===== config.mk =====
export PLATFORM = sky130hd
export DESIGN_NAME = pong_game_ctrl
export DESIGN_NICKNAME = d
export VERILOG_FILES = /design/src/rtl/pong_pkg.sv /design/src/rtl/pong_game_ctrl_bcd_counter2.sv /design/src/rtl/pong_game_ctrl.sv
export SDC_FILE = /design/constraint.sdc
export NUM_CORES = 1
export LEC_CHECK = 0
export ABC_AREA = 1
export CORE_MARGIN = 3
export CORE_UTILIZATION = 45
export DETAILED_ROUTE_END_ITERATION = 8
export GPL_ROUTABILITY_DRIVEN = 0
export GPL_TIMING_DRIVEN = 0
export PLACE_DENSITY = 0.7
export SLEW_MARGIN = 5
export SYNTH_ARGS = -nofsm -noshare
export SYNTH_HDL_FRONTEND = slang
export SYNTH_SLANG_ARGS = --single-unit

===== constraint.sdc =====
create_clock -name clk -period 3.8 [get_ports clk]
set_input_delay 0.57 -clock clk [delete_from_list [all_inputs] [get_ports clk]]
set_output_delay 0.57 -clock clk [all_outputs]
set_load 0.05 [all_outputs]

===== src/rtl/pong_pkg.sv =====
// Shared state encodings, text-region masks and widths for the pong game controller.
package pong_pkg;

  localparam int unsigned TIMER_W = 8;

  typedef enum logic [1:0] {
    ST_NEWGAME = 2'd0,
    ST_PLAY    = 2'd1,
    ST_NEWBALL = 2'd2,
    ST_OVER    = 2'd3
  } state_t;

  // Region order is {score, pong, rule, over}
  localparam logic [3:0] SHOW_NEWGAME = 4'b1110;
  localparam logic [3:0] SHOW_PLAY    = 4'b1000;
  localparam logic [3:0] SHOW_OVER    = 4'b1001;

endpackage


===== src/rtl/pong_game_ctrl_bcd_counter2.sv =====
// Two-digit BCD score counter that saturates at 99; clr wins over inc.
module bcd_counter2 (
  input  logic       clk,
  input  logic       rst_n,
  input  logic       clr,
  input  logic       inc,
  output logic [3:0] dig1,
  output logic [3:0] dig0
);

  logic at_max_c;

  assign at_max_c = (dig1 == 4'd9) && (dig0 == 4'd9);

  always_ff @(posedge clk or negedge rst_n) begin
    if (!rst_n) begin
      dig1 <= 4'd0;
      dig0 <= 4'd0;
    end else if (clr) begin
      dig1 <= 4'd0;
      dig0 <= 4'd0;
    end else if (inc && !at_max_c) begin
      if (dig0 == 4'd9) begin
        dig0 <= 4'd0;
        dig1 <= dig1 + 4'd1;
      end else begin
        dig0 <= dig0 + 4'd1;
      end
    end
  end

endmodule


===== src/rtl/pong_game_ctrl.sv =====
// Pong game sequencer: tracks score, balls and frame-timed pauses, and selects
// which text regions the overlay renderer draws.
module pong_game_ctrl
  import pong_pkg::*;
#(
  parameter int unsigned START_BALLS  = 3,
  parameter int unsigned DELAY_FRAMES = 120
) (
  input  logic       clk,
  input  logic       rst_n,
  input  logic [1:0] btn,
  input  logic       refresh_tick,
  input  logic       hit,
  input  logic       miss,
  output logic [3:0] one_digit,
  output logic [3:0] ten_digit,
  output logic [1:0] ball,
  output logic [3:0] text_show,
  output logic       graph_still,
  output logic [1:0] state
);

  state_t               state_q, state_d;
  logic [1:0]           btn_q;
  logic [TIMER_W-1:0]   timer_q;
  logic                 press_c;
  logic                 timer_done_c;
  logic                 play_miss_c;
  logic                 game_reload_c;
  logic                 score_inc_c;

  // btn_q resets high so a button held through reset is not seen as a press
  always_ff @(posedge clk or negedge rst_n) begin
    if (!rst_n) btn_q <= 2'b11;
    else        btn_q <= btn;
  end

  assign press_c       = |(btn & ~btn_q);
  assign timer_done_c  = (timer_q == '0);
  assign play_miss_c   = (state_q == ST_PLAY) && miss;
  assign score_inc_c   = (state_q == ST_PLAY) && hit;
  assign game_reload_c = (state_q == ST_OVER) && timer_done_c;

  // Frame timer: load on miss beats a same-cycle tick
  always_ff @(posedge clk or negedge rst_n) begin
    if (!rst_n)                             timer_q <= '0;
    else if (play_miss_c)                   timer_q <= TIMER_W'(DELAY_FRAMES);
    else if (refresh_tick && !timer_done_c) timer_q <= timer_q - TIMER_W'(1);
  end

  always_ff @(posedge clk or negedge rst_n) begin
    if (!rst_n)             ball <= 2'(START_BALLS);
    else if (game_reload_c) ball <= 2'(START_BALLS);
    else if (play_miss_c)   ball <= (ball > 2'd1) ? ball - 2'd1 : 2'd0;
  end

  bcd_counter2 u_score (
    .clk   (clk),
    .rst_n (rst_n),
    .clr   (game_reload_c),
    .inc   (score_inc_c),
    .dig1  (ten_digit),
    .dig0  (one_digit)
  );

  always_ff @(posedge clk or negedge rst_n) begin
    if (!rst_n) state_q <= ST_NEWGAME;
    else        state_q <= state_d;
  end

  always_comb begin
    state_d = state_q;
    unique case (state_q)
      ST_NEWGAME: if (press_c) state_d = ST_PLAY;
      ST_PLAY:    if (miss)    state_d = (ball > 2'd1) ? ST_NEWBALL : ST_OVER;
      ST_NEWBALL: if (press_c && timer_done_c) state_d = ST_PLAY;
      ST_OVER:    if (timer_done_c) state_d = ST_NEWGAME;
      default:    state_d = ST_NEWGAME;
    endcase
  end

  always_comb begin
    text_show   = SHOW_NEWGAME;
    graph_still = 1'b1;
    unique case (state_q)
      ST_NEWGAME: text_show = SHOW_NEWGAME;
      ST_PLAY: begin
        text_show   = SHOW_PLAY;
        graph_still = 1'b0;
      end
      ST_NEWBALL: text_show = SHOW_PLAY;
      ST_OVER:    text_show = SHOW_OVER;
      default:    text_show = SHOW_NEWGAME;
    endcase
  end

  assign state = state_q;

endmodule

==> metrics.md <==
| Metric | Value |
|---|---|
| Postcts setup bufs | 0 |
| Final worst slack | 1370 ps |
| Vias per std cell | 5.22 |
| Cell family with most CP delay | buffers and inverters |
| Slew headroom | 36.4% |
| # DRC | 0 |
| Synth warnings | 0 |
| I/O Buffers | 22 |
| Post-CTS Resized | 0 |
| Synthesized flop and latch total | 22 |
| Min-delay worst type | flip-flop to flip-flop |
| Post-synth top cells | nand2_1, inv_1, nand3_1 |
| CP Class | flip-flop to primary output |
| Total track usage | 17.3% |
| Crit path largest cell delay | 790 ps |
| Cell variety after synth | 25 |
| Dpl hpwl | 2190 um |
| Synth top area share | 32.3% |
| # rows | 19 |
| Worst Path Required | 3230 ps |
| Synth Instances | 180 |
| Post-DP Area | 1650 um2 |
| Mean post-synth cell area | 7.74 um2 |
| Max H-tree Level | 1 |
| Area Overhead vs Synth | 22.4% |
| Die area | 3800 um2 |
| Switch Pwr | 0.650 mW |
| CTS tree | built |
| Largest net degree at the start of global routing | 23 |
| Part of the power in registers | 30.2% |
| 1st-iter DRT viols | 82 |
| Inserted Diodes | 0 |
| Min Tclk post-route | 2430 ps |
| # IOs | 24 |
| P per Cell Area | 772 nW/um2 |
| Hold Fails Final Rpt | 0 |
| Core box area | 2850 um2 |
| Final Routed Wirelength | 2900 um |
| Final setup fails | 0 |
| Die W | 61.6 um |
| Startpoint types | flip-flop |
| Buf+Inv Stages, Crit Path | 2 |
| Max cap viols | 0 |
| CTS root buf | clkbuf_4 |
| Part of the Yosys area used for sequential elements | 39.9% |
| Leak | 0.862 nW |
| Clock latency on the worst-skew pair | 310 ps |
| Post-synth EDFFs | 0 |
| Worst-Margin Slew | 951 ps |
| Top cells by area, synth | dfrtp_1, nand2_1, dfstp_2 |
| Crit. End Element | primary output |
| Crit-path cells | nor2_1, buf_4, clkdlybuf4s50_1 |
| WL per Instance | 12.2 um |
| Fmax | 0.411 GHz |
| Final Instance Area | 1700 um2 |
| Hold_buf cts | 0 |
| Grt ovf | 0 |
| Fin nets | 220 |
| Worst-path fanout max | 7 |
| Comb power frac | 55.9% |
| Most frequent cell after synthesis | nand2_1 |
| Worst-path clk slew | 130 ps |
| DRT Pass-1 Iters | 4 |
| Top cell type by total area after synthesis | dfrtp_1 |
| Num CTS Buffers | 3 |
| Crit share post-route | 64.0% |
| Ys flop type | dfrtp_1 |
| Post-layout util | 59.7% |
| Fillers | 256 |
| Post-DRT Antenna Nets | 0 |
| Die H | 61.6 um |
| Share of layout cells above drive strength 1 | 14.6% |
| Post-synthesis async set-or-reset flop share | 100% |
| Total Power | 1.31 mW |
| Post-Syn Nets | 193 |
| Initial antenna violation count | 0 |
| Skew final | 1.24 ps |
| Sw frac | 49.4% |
| Via count | 1236 |
| Status | finished, final reports clean |
| Cell area after synthesis | 1390 um2 |
| Initial core utilization | 48.8% |
| Max stage delay cell, worst path | clkdlybuf4s50_1 |
| Hold Slack | 515 ps |
| Max Slew Vio Count | 0 |
| Int Pwr | 0.665 mW |
| Fin cells | 237 |
| Place WS | 1730 ps |
| TNS Setup | 0 ps |
| First-pass GRT wire length | 4910 um |
| CTS Buffer Depth | 2 |
| Clock sink count | 22 |
| Clock power share | 13.9% |
| Dpl cells | 233 |
| Worst ir drop on vdd | 0.000491 V |
| WP data arrival | 1860 ps |
| Vias in the first global route | 1127 |
| RSZ-0062 raised after global routing | no |
-- power groups by stage --
stage          clock (mW)  sequential, mW  combinational [mW]
2_1_floorplan           0           0.502               0.423
6_report            0.183           0.397               0.735
3_5_place_dp            0           0.401               0.734
4_1_cts             0.185           0.397               0.740
5_1_grt             0.193           0.413               0.803
3_3_place_gp            0           0.395               0.719
-- metal layers --
layer | vias to the layer above | routed length, um | part of all wire, % | GRT usage [%]
met1 | 577 | 1230 | 42 | 21.2
met5 | - | 0 | 0 | 0
li1 | 618 | - | - | -
met2 | 34 | 1490 | 51 | 30.0
met4 | 0 | 43 | 1.5 | 4.85
met3 | 7 | 143 | 4.9 | 4.40
-- layout by cell type (no fill, tap or decap), types with 2 or more instances in the layout --
cell              n
dfstp_2           4
nand3_1          21
nand2_1          48
inv_2             2
ha_1              6
o21ai_1           4
buf_4             2
nor2_4            3
buf_6             2
inv_1            26
clkdlybuf4s50_1  22
nand4_1           6
o21ai_0           7
clkbuf_4          3
dfrtp_1          18
xor2_1            4
nor2_1           10
nand2_2           6
nor2_2            3
-- cell type report --
| class | instances | area [um2] | share of cell area, % |
|---|---|---|---|
| Multi-Input combinational cell | 126 | 694 | 40.7 |
| Sequential cell | 22 | 556 | 32.6 |
| Timing Repair Buffer | 22 | 220 | 12.9 |
| Inverter | 28 | 105 | 6.17 |
| Tap cell | 31 | 38.8 | 2.28 |
| Buffer | 4 | 37.5 | 2.20 |
| Clock inverter | 1 | 30.0 | 1.76 |
| Clock buffer | 3 | 22.5 | 1.32 |
-- kinds of logic (layout without fill, tap and decap cells) --
family / Yosys count / count (layout) / synth area share (%)
compound gates: 14 / 14 / 6.29
xor+xnor: 4 / 4 / 2.52
other cells: 1 / 1 / 0.269
buf+inv: 32 / 58 / 10.2
flops: 22 / 22 / 39.9
simple gates: 101 / 101 / 35.4
fa+ha+maj: 6 / 6 / 5.39
-- worst min-delay path, delay by kind of cell, from the launching register on --
family          cells  cell delay, ps
simple gates        1              50
flops               1             410
compound gates      1              70
-- sequential cells by signal (all words and copies together), names as in the netlist --
name / cells
ball: 2
btn_q: 2
state: 2
timer_q: 8
u_score.dig0: 4
u_score.dig1: 4
-- final timing paths --
path | from | to | slack [ps] | cells past startpoint
setup reg to reg | timer_q[0]$_DFFE_PN0P_ | u_score.dig1[0]$_DFFE_PN0P_ | 2300 | 9
max in group asynchronous | rst_n | timer_q[5]$_DFFE_PN0P_ | 2460 | 1
hold / removal | ball[1]$_DFFE_PN1P_ | ball[1]$_DFFE_PN1P_ | 510 | 2
hold reg to reg | ball[1]$_DFFE_PN1P_ | ball[1]$_DFFE_PN1P_ | 510 | 2
min in group asynchronous | rst_n | u_score.dig1[2]$_DFFE_PN0P_ | 770 | 1
setup / recovery | state[1]$_DFFE_PN0P_ | text_show[2] | 1370 | 3
(Power assumes the default switching activity.)
